**config.mk**
```make
export PLATFORM = sky130hd
export DESIGN_NAME = regb_load_arbiter
export DESIGN_NICKNAME = d
export VERILOG_FILES = /design/src/rtl/regb_load_arbiter.sv
export SDC_FILE = /design/constraint.sdc
export NUM_CORES = 1
export LEC_CHECK = 0
export BUFFER_PORTS_ARGS = -buffer_cell sky130_fd_sc_hd__buf_2
export CORE_MARGIN = 2
export CORE_UTILIZATION = 35
export CTS_BUF_LIST = sky130_fd_sc_hd__clkbuf_2
export CTS_CLUSTER_SIZE = 25
export DETAILED_ROUTE_END_ITERATION = 16
export GPL_TIMING_DRIVEN = 0
export HOLD_SLACK_MARGIN = 0.08
export PLACE_DENSITY = 0.66
export SKIP_LAST_GASP = 1
export SLEW_MARGIN = 5
export SYNTH_ARGS = -nofsm -noshare
export SYNTH_HDL_FRONTEND = slang
export SYNTH_SLANG_ARGS = --single-unit
```
**constraint.sdc**
```tcl
create_clock -name clk -period 2.4 [get_ports clk]
set_input_delay 0.36 -clock clk [delete_from_list [all_inputs] [get_ports clk]]
set_output_delay 0.36 -clock clk [all_outputs]
set_load 0.01 [all_outputs]
```
**src/rtl/regb_load_arbiter.sv**
```systemverilog
// Round-robin arbiter with bounded burst lock sharing the Register B load port.
// Tracks each issued load through the 2-cycle Register B pipeline to tag data_out_b1.
module regb_load_arbiter #(
    parameter int DATA_WIDTH = 32,
    parameter int NUM_REQ    = 3,
    parameter int MAX_BURST  = 4,
    parameter int ID_W       = 2
) (
    input  logic                          clk,
    input  logic                          reset,
    input  logic [NUM_REQ-1:0]            req,
    input  logic [NUM_REQ-1:0]            lock,
    input  logic [NUM_REQ*DATA_WIDTH-1:0] req_data,
    output logic [NUM_REQ-1:0]            ack,
    output logic                          load_b,
    output logic [DATA_WIDTH-1:0]         data_in_b,
    output logic                          out_valid,
    output logic [ID_W-1:0]               out_id,
    output logic                          locked
);

    // state  | meaning
    // ARB    | round-robin arbitration from ptr
    // LOCKED | owner holds the port for up to MAX_BURST consecutive grants
    typedef enum logic {ARB, LOCKED} state_t;

    state_t          state, state_nxt;
    logic [ID_W-1:0] ptr, ptr_nxt;
    logic [ID_W-1:0] owner, owner_nxt;
    logic [3:0]      cnt, cnt_nxt;
    logic            grant;
    logic [ID_W-1:0] win;
    logic            rr_found;
    logic [ID_W-1:0] rr_win;
    logic [ID_W-1:0] id_q;
    logic            vld1, vld2;
    logic [ID_W-1:0] id1, id2;

    function automatic logic [ID_W-1:0] wrap_inc(input logic [ID_W-1:0] i);
        return (int'(i) == NUM_REQ - 1) ? '0 : i + ID_W'(1);
    endfunction

    // Scan offsets from highest to lowest so the lowest offset from ptr wins.
    always_comb begin
        logic [ID_W-1:0] idx;
        rr_found = 1'b0;
        rr_win   = '0;
        for (int k = NUM_REQ - 1; k >= 0; k--) begin
            idx = ID_W'((int'(ptr) + k) % NUM_REQ);
            if (req[idx]) begin
                rr_found = 1'b1;
                rr_win   = idx;
            end
        end
    end

    always_ff @(posedge clk) begin
        if (reset) begin
            state <= ARB;
            ptr   <= '0;
            owner <= '0;
            cnt   <= '0;
        end else begin
            state <= state_nxt;
            ptr   <= ptr_nxt;
            owner <= owner_nxt;
            cnt   <= cnt_nxt;
        end
    end

    always_comb begin
        state_nxt = state;
        ptr_nxt   = ptr;
        owner_nxt = owner;
        cnt_nxt   = cnt;
        grant     = 1'b0;
        win       = '0;
        if (state == LOCKED && req[owner]) begin
            grant   = 1'b1;
            win     = owner;
            cnt_nxt = cnt + 4'd1;
            if (!lock[owner] || cnt_nxt >= 4'(MAX_BURST)) begin
                state_nxt = ARB;
                ptr_nxt   = wrap_inc(owner);
                cnt_nxt   = '0;
            end
        end else begin
            // A locked owner that dropped req falls back to RR in the same edge.
            state_nxt = ARB;
            cnt_nxt   = '0;
            if (rr_found) begin
                grant   = 1'b1;
                win     = rr_win;
                ptr_nxt = wrap_inc(rr_win);
                if (lock[rr_win] && MAX_BURST > 1) begin
                    state_nxt = LOCKED;
                    owner_nxt = rr_win;
                    cnt_nxt   = 4'd1;
                end
            end
        end
    end

    always_comb begin
        locked = (state == LOCKED);
    end

    always_ff @(posedge clk) begin
        if (reset) begin
            ack       <= '0;
            load_b    <= 1'b0;
            data_in_b <= '0;
            id_q      <= '0;
            vld1      <= 1'b0;
            id1       <= '0;
            vld2      <= 1'b0;
            id2       <= '0;
        end else begin
            ack    <= grant ? (NUM_REQ'(1) << win) : '0;
            load_b <= grant;
            if (grant) begin
                data_in_b <= req_data[int'(win)*DATA_WIDTH +: DATA_WIDTH];
                id_q      <= win;
            end
            vld1 <= load_b;
            id1  <= id_q;
            vld2 <= vld1;
            id2  <= id1;
        end
    end

    assign out_valid = vld2;
    assign out_id    = id2;

endmodule

```
======== Word level (Yosys, flattened, before mapping) ========
Cells that the tools add are included.
storage, ports and cells
  bits in registers ....................... 53
  output and inout bits ................... 40
  logic and storage cells ................. 75
cells by class
  $add $sub $neg .......................... 5
  div/mod/pow operators ................... 3
  $lt $le $gt $ge ......................... 6
  equality and inequality tests ........... 3
  shifts and indexed selects .............. 2
  muxes and demuxes ....................... 35
  bitwise operators ....................... 2
  reductions and logical operators ........ 7
operators with widths
  operator                 number
  $shiftx A96 B8 Y32       1
  $mod A32 B3 Y32 const B  2
  $mod A3 B3 Y32 const B   1
  $mux W2                  10
  $mux W1                  17
  $lt A2 B3 Y1 const B     5
  $bmux W1 S2              6
  $mux W4                  2
  $add A2 B1 Y2 const B    2
  $add A4 B1 Y4 const B    1
  $eq A2 B2 Y1 const B     2
  $ge A4 B3 Y1 const B     1
  $add A2 B1 Y3 const B    1
  $add A2 B2 Y3 const B    1
  $reduce_and A3 Y1        1
  $shl A1 B2 Y3 const A    1
  $ne A2 B1 Y1 const B     1
  $not A1 Y1               2
  $reduce_and A2 Y1        1
  $reduce_bool A2 Y1       1
  $reduce_or A2 Y1         1
  $logic_and A1 B1 Y1      1
  $logic_not A1 Y1         1
  $logic_or A1 B1 Y1       1

======== Depth between registers and ports, before layout ========
Gate-level depths: netlist of run 1.
  depth after elaboration ................. 12
  gate-level depth with buffers ........... 10
  depth with buffers taken out ............ 8

======== Worst setup path after synthesis of run 1 ========
No wires, ideal clock.
  path type ............................... reg-to-reg
  from .................................... register ptr[0]
  to ...................................... register data_in_b[10]
  library setup time ...................... 144 ps
  arrival ................................. 2219 ps
  slack ................................... 37 ps
  stages on the path, launching flop included .. 11
  path buffers ............................ 2
  cells stage by stage .................... dfxtp_1 inv_1 ha_1 buf_6 and3b_1 a311oi_2 o22ai_2 o21a_2 buf_6 a2111oi_2 nor4_2
on the way
  word-level cells in the longest chain between the ends .. 10
  elaborated cells on any way between the ends .. 22
  classes of those cells .................. add/sub: 2; div: 3; shift: 1; mux: 16
RTL lines
  item                                              line  source
  start, declared                                   28    logic [ID_W-1:0] ptr, ptr_nxt;
  start signal, assigned                            65    ptr <= ptr_nxt;
  $add A2 B2 Y3                                     49    idx = ID_W'((int'(ptr) + k) % NUM_REQ);
  $mod A32 B3 Y32                                   49
  $bmux W1 S2                                       50    if (req[idx]) begin
  $mux W1 (not written as such)                     50
  $mux W2 or $mux W1 (tied branches) (3 in series)  50
  $mux W2                                           91    if (rr_found) begin
  $mux W2                                           78    if (state == LOCKED && req[owner]) begin
  $shiftx A96 B8 Y32                                122   data_in_b <= req_data[int'(win)*DATA_WIDTH +: DATA_WIDTH];
  end signal, assigned                              122
  end, declared                                     16    output logic [DATA_WIDTH-1:0] data_in_b,
Several ways; a longest one is shown, not always the timed one. The select of a mux whose other input is x is not followed.
A chain may end at the register's enable or synchronous reset.

======== Final worst setup path of run 1 ========
  from .................................... register owner[1]
  to ...................................... register data_in_b[2]
on the way
  word-level cells in the longest chain between the ends .. 5
  elaborated cells on any way between the ends .. 6
  classes of those cells .................. shift: 1; mux: 4; reduce/logical: 1
RTL lines
  item                           line  source
  start, declared                29    logic [ID_W-1:0] owner, owner_nxt;
  start signal, assigned         66    owner <= owner_nxt;
  $bmux W1 S2                    78
  $mux W1 (not written as such)  78
  $logic_and A1 B1 Y1            78
  $mux W2                        78
  $shiftx A96 B8 Y32             122
Several ways; a longest one is shown, not always the timed one. The select of a mux whose other input is x is not followed.

==> results of run 1 <==
[layout make-up]
cell class / count / share of cell area (%)
inverters: 3 / 0.254
repair buffers: 159 / 19.2
plain buffers: 28 / 5.24
flip-flops and latches: 53 / 24.0
clock buffers: 5 / 0.564
well taps: 108 / 3.04
clock inverters: 3 / 0.479
multi-input cells: 217 / 47.1
[through the flow]
| step | TNS [ns] | util, % |
|---|---|---|
| final | 0 | 51.6 |
| after global routing | -0.365 | 51.6 |
| after CTS | -0.130 | 48.1 |
| after detailed placement | -9.55 | 45.4 |
| after global placement | -6.34 | 45.4 |
| after floorplan | 0 | - |
[how the worst min path moves through the flow]
stage          cells after the start            end  slack, ns    startpoint
2_1_floorplan                      1      out_id[0]       0.41        id1[0]
3_3_place_gp                       1      out_valid       0.43          vld1
3_5_place_dp                       1      out_valid       0.43          vld1
4_1_cts                            3  data_in_b[25]       0.12  req_data[57]
5_1_grt                            3   data_in_b[1]       0.10  req_data[33]
6_report                           3  data_in_b[25]       0.15  req_data[57]
[routing by layer]
metal / up-vias / global-route usage [%] / wire length (µm)
li1: 1519 / - / -
met1: 1458 / 24.9 / 4190
met2: 102 / 32.5 / 4660
met3: 7 / 5.11 / 659
met4: 0 / 4.27 / 78
met5: - / 0 / 0
[registers in the layout, summed over array words and instances, names as in the netlist, 2 cells and up]
name	count
data_in_b	32
out_id	2
cnt	4
ack	3
id1	2
id_q	2
ptr	2
owner	2
[layout by cell type, fill, tap and decap left out, types with 3 or more instances in the layout]
| cell | n |
|---|---|
| dfxtp_1 | 50 |
| buf_6 | 7 |
| nand2b_1 | 4 |
| buf_12 | 3 |
| a2111oi_4 | 14 |
| o22ai_1 | 32 |
| a2111oi_2 | 16 |
| buf_4 | 16 |
| buf_2 | 143 |
| nor2b_1 | 8 |
| nand2_1 | 7 |
| mux2_4 | 3 |
| clkbuf_1 | 8 |
| nor4_2 | 28 |
| nor2_1 | 37 |
| mux2i_1 | 4 |
| nor4_1 | 5 |
| a21oi_1 | 6 |
| nor3_1 | 4 |
| clkbuf_2 | 11 |
[power by group through the flow]
stage               Sequential, mW  Combinational (mW)  Clock [mW]
global route                  1.43                4.42       0.444
floorplan                     1.49                2.22           0
CTS                           1.38                3.50       0.406
global placement              1.39                3.14           0
detailed placement            1.40                3.21           0
finish                        1.39                4.10       0.390
[timing repair]
action,4_1_cts,5_1_grt
gates cloned,0,3
gates resized for setup,17,52
pin swaps,6,10
setup buffers,8,6
endpoints found under the setup margin,39,37
[worst register-to-register path, cell delays in order, from the launching register on]
cell,delay [ns]
dfxtp_2,0.39
buf_6,0.13
mux2_4,0.30
mux2_4,0.30
nand2_8,0.12
mux2_4,0.37
buf_6,0.19
a2111oi_2,0.40
nor4_2,0.08
[logic make-up (layout without fill, tap and decap cells)]
family	count (synthesis)	in the layout	synth area share, %
muxes	9	9	3.57
DFF	53	53	34.8
AOI/OAI and AO/OA	92	92	28.9
other	1	2	0.123
and+or+nand+nor	110	110	25.0
adders and majority gates	4	4	1.64
buffers and inverters	31	198	6.03
==> impl_metrics.yaml, run 1 <==
cells_and_area:
  finalInstanceArea_um2: 4440
  nNetsFinal: 575
  syn2layout_area_growth_pct: 45.4
  multiInputGateArea_um2: 2090
  fill_cells: 834
  drive_gt1_share_pct: 57.5
  diodes: 0
  stdcell_count: 576
  regArea_um2: 1070
sta:
  slew_viol_final: 0
  timing.final.ws_setup_ns: 0.0433
  max_slew_margin_pct: 42.0
  skew_ns: 0.0259
  finalCritPeriodShare_pct: 98.2
  finalHoldViolCount: 0
  grt_setup_unrepaired: "true"
  fin_crit_ns: 2.36
  finalSetupViolCount: 0
  worst_pin_slew_ns: 0.870
  hold_slack_ns: 0.149
  max_freq_mhz: 424
worst_setup_path:
  cp_common_cell: "mux2_4"
  critical_path_class: "reg -> reg"
  critPathBufInv: 2
  cpPeakStageDelay_ns: 0.40
  cp.depth: 8
  end_kind: "flop"
  endpoint: "data_in_b[2]"
  crit_family: "multiplexers"
  r2r-end: "data_in_b[2]"
  worstPathMaxFanout: 10
  worstPathArrival_ns: 2.72
  reg2reg_depth: 8
  cp_slowest_cell: "a2111oi_2"
  path_cells: "buf_6, mux2_4, mux2_4, nand2_8, mux2_4, buf_6, a2111oi_2, nor4_2"
  reg2reg_slack_ns: 0.04
  worstReg2RegStart: "owner[1]"
  startpoint_type: "flop"
  setup.worst_path.start: "owner[1]"
  required_ns: 2.77
yosys:
  synth_edf_count: 0
  yosysMostFrequentCell: "dfxtp_1"
  mappedNetlistArea_um2: 3050
  ys_seq_area_share_pct: 34.8
  netlist-cell-type-count: 47
  synthTopCellsByCount: "dfxtp_1 (53), nor2_1 (37), o22ai_1 (32), a2111oi_2 (30), nor4_2 (28)"
  synth_top_area_share_pct: 34.8
  synth_area_leaders: "dfxtp_1 (35%), a2111oi_2 (15%), nor4_2 (11%)"
  synth_flop_cell: "dfxtp_1"
  synth.ff_latch_count: 53
  syn_area_per_cell_um2: 10.2
  synthCells: 300
  async_flop_share_pct: 0
  yosys.area.top_type: "dfxtp_1"
  yosys_warnings: 0
global_route:
  overflow: 0
  grt_use_total_pct: 19.3
  grt_pass1_wl_um: 15200
  grt_pass1_vias: 3001
  antenna_found_initial: 0
  grt_start_max_net_pins: 18
route:
  wl_per_cell_um: 16.6
  antenna_left: 0
  vias: 3086
  drt-initial-drc-count: 92
  via_per_inst: 5.36
  drc: 0
  wl_um: 9590
  dr.pass1.iters: 6
clock_tree:
  root_buffer: "clkbuf_2"
  cts_made_buffers: 5
  worstSkewPairLatency_ns: 0.46
  clk_pin_slew_worst_paths_ns: 0.30
  htreeDepth: 2
  cts_tree: "done"
  clk_path_buf_depth: 2
  cts_hold_buf: 0
  cts.sinks: 53
power_and_ir_drop:
  p_leak_nw: 1.80
  combPwrFrac_pct: 69.7
  switching_share_pct: 45.0
  power_density_nw_per_um2: 1320
  p_int_mw: 3.24
  seq_power_share_pct: 23.7
  total_power_mw: 5.88
  clockPowerShare_pct: 6.6
  vdd_drop_max_v: 0.000550
  netSwitchingPower_mw: 2.64
placement:
  numPortBuffers: 142
  pre_cts_ws_ns: -0.345
  place_congestion: 0.772
  dpl_cell_area_um2: 3900
  dp_cells: 551
  hpwl_um: 6810
run:
  max_cap_viol_count: 0
floorplanning:
  die_area_um2: 9480
  start_util_pct: 35.5
  die_h_um: 97.4
  core_um2: 8590
  die_w_um: 97.4
  rows: 34
  ioPinCount: 144
min_path:
  hold_class: "in -> reg"
outcome:
  status: "complete, no violations"
No activity file was read; power rests on OpenSTA's default activity.
==> run 2: changes to the inputs <==
--- a/config.mk
+++ b/config.mk
@@ -14,6 +14,7 @@
 export GPL_TIMING_DRIVEN = 0
 export HOLD_SLACK_MARGIN = 0.08
 export PLACE_DENSITY = 0.66
+export SETUP_SLACK_MARGIN = 0.3
 export SKIP_LAST_GASP = 1
 export SLEW_MARGIN = 5
 export SYNTH_ARGS = -nofsm -noshare
==> run 2 against run 1 <==
Via count grew 2.6%. Critical endpoint is now data_in_b[22]. Sequential cell count is the same. Critical path depth grew 2. Global-route usage is 1.3 points higher.
==> impl_metrics.yaml, run 2 (synthesis results as in run 1) <==
sta:
  hold_slack_ns: 0.155
  finalSetupViolCount: 0
  fin_setup_tns_ns: 0
  finalHoldViolCount: 0
  slew_viol_final: 0
  grt_setup_unrepaired: "true"
  skew_ns: 0.0376
  worst_pin_slew_ns: 0.814
  max_slew_margin_pct: 45.7
  timing.final.ws_setup_ns: 0.0933
  fin_crit_ns: 2.31
  max_freq_mhz: 434
  finalCritPeriodShare_pct: 96.1
worst_setup_path:
  worstReg2RegStart: "ptr[0]"
  path_cells: "inv_2, ha_4, buf_6, and3b_1, a311oi_2, o22ai_4, o21a_4, buf_4, a2111oi_2, nor4_2"
  worstPathMaxFanout: 5
  critPathBufInv: 3
  reg2reg_slack_ns: 0.09
  crit_family: "compound AO/OA/AOI/OAI gates"
  startpoint_type: "flop"
  end_kind: "flop"
  cp.depth: 10
  setup.worst_path.start: "ptr[0]"
  critical_path_class: "reg -> reg"
  endpoint: "data_in_b[22]"
  reg2reg_depth: 10
  required_ns: 2.77
  worstPathArrival_ns: 2.67
  cpPeakStageDelay_ns: 0.41
  r2r-end: "data_in_b[22]"
  cp_slowest_cell: "dfxtp_2"
global_route:
  antenna_found_initial: 1
  grt_start_max_net_pins: 18
  grtUsageMet2_pct: 34.8
  overflow: 0
  grt_pass1_vias: 3132
  met3_usage_pct: 4.82
  grt_pass1_wl_um: 16200
  grt_use_total_pct: 20.6
  met1_usage_pct: 27.2
  grt-busiest-layer: "met2"
run:
  max_cap_viol_count: 0
route:
  via_per_inst: 5.41
  wl_um: 10200
  dr.pass1.iters: 4
  wl_per_cell_um: 17.5
  antenna_left: 0
  drc: 0
  drt-initial-drc-count: 98
  vias: 3166
cells_and_area:
  syn2layout_area_growth_pct: 61.0
  layout_common_cells: "buf_2 (143), dfxtp_1 (50), nor2_1 (35), o22ai_1 (32), a2111oi_4 (30)"
  nNetsFinal: 583
  layout_commonest_cell: "buf_2"
  reg_top3: "data_in_b x32, cnt x4, ack x3"
  final_util_pct: 57.2
  stdcell_count: 585
  largest_register_ffs: 32
  fill_cells: 781
  regMostFlops: "data_in_b"
  regArea_um2: 1070
  finalInstanceArea_um2: 4910
  drive_gt1_share_pct: 61.1
  multiInputGateArea_um2: 2390
clock_tree:
  clk_path_buf_depth: 2
  cts_hold_buf: 0
  worstSkewPairLatency_ns: 0.46
  cts_made_buffers: 5
  htreeDepth: 2
  cts.sinks: 53
  clk_pin_slew_worst_paths_ns: 0.29
  cts_tree: "done"
  root_buffer: "clkbuf_2"
power_and_ir_drop:
  total_power_mw: 6.45
  vdd_drop_max_v: 0.000620
  combPwrFrac_pct: 72.4
  netSwitchingPower_mw: 2.88
  power_density_nw_per_um2: 1310
  clockPowerShare_pct: 6.0
  seq_power_share_pct: 21.6
  p_leak_nw: 1.92
  p_int_mw: 3.56
  switching_share_pct: 44.7
floorplanning:
  core_um2: 8590
  rows: 34
  die_w_um: 97.4
  die_h_um: 97.4
  start_util_pct: 35.5
  ioPinCount: 144
  die_area_um2: 9480
placement:
  numPortBuffers: 142
  pre_cts_ws_ns: -0.269
  dpl_cell_area_um2: 4380
  hpwl_um: 7180
  place_congestion: 0.853
  dp_cells: 551
min_path:
  min_path_cells: 3
  hold_class: "in -> reg"
outcome:
  status: "complete, no violations"
==> run 2: cell count changes in the layout (fill, tap and decap cells not counted), moves of 3 or more <==
cell and delta:
buf_4 +3, a2111oi_4 +16, clkbuf_2 -6, buf_12 +4
buf_6 +3, a2111oi_2 -15, clkdlybuf4s15_2 +3
==> run 2: power groups by stage <==
| stage | logic [mW] | clock network, mW | registers (mW) |
|---|---|---|---|
| CTS | 4.23 | 0.409 | 1.39 |
| finish | 4.67 | 0.387 | 1.39 |
| floorplan | 2.91 | 0 | 1.50 |
| global route | 4.98 | 0.440 | 1.43 |
| global placement | 3.86 | 0 | 1.39 |
| detailed placement | 3.91 | 0 | 1.40 |
==> run 2: routing by layer <==
layer	share of wire (%)	wire, µm
met1	44	4490
met2	49	4960
met3	6.8	700
met4	0.60	61
met5	0	0
==> run 2: worst min-delay path, stage by stage <==
cell and delay (ns):
buf_2 0.11, nor2_4 0.10, nor4_2 0.04
==> run 2: worst min-delay path by stage <==
stage / start / endpoint / slack [ns]
floorplan: id1[0] / out_id[0] / 0.41
global placement: id1[1] / out_id[1] / 0.42
detailed placement: id1[0] / out_id[0] / 0.45
CTS: req_data[53] / data_in_b[21] / 0.12
global route: req_data[50] / data_in_b[18] / 0.1
finish: req_data[54] / data_in_b[22] / 0.15
==> run 2: layout make-up <==
class,instances,share of cell area [%]
Inverter,3,0.229
Multi-Input combinational cell,218,48.6
Sequential cell,53,21.7
Antenna cell,1,0.0509
Tap cell,108,2.75
Buffer,28,5.76
Clock buffer,5,0.509
Timing Repair Buffer,166,20.0
Clock inverter,3,0.433
==> run 2: repair_timing <==
action                     CTS  global route
buffers inserted            11             9
pin swaps                    7            11
setup endpoints to repair   42            43
gates resized for setup     26            41
gates cloned                 2             3
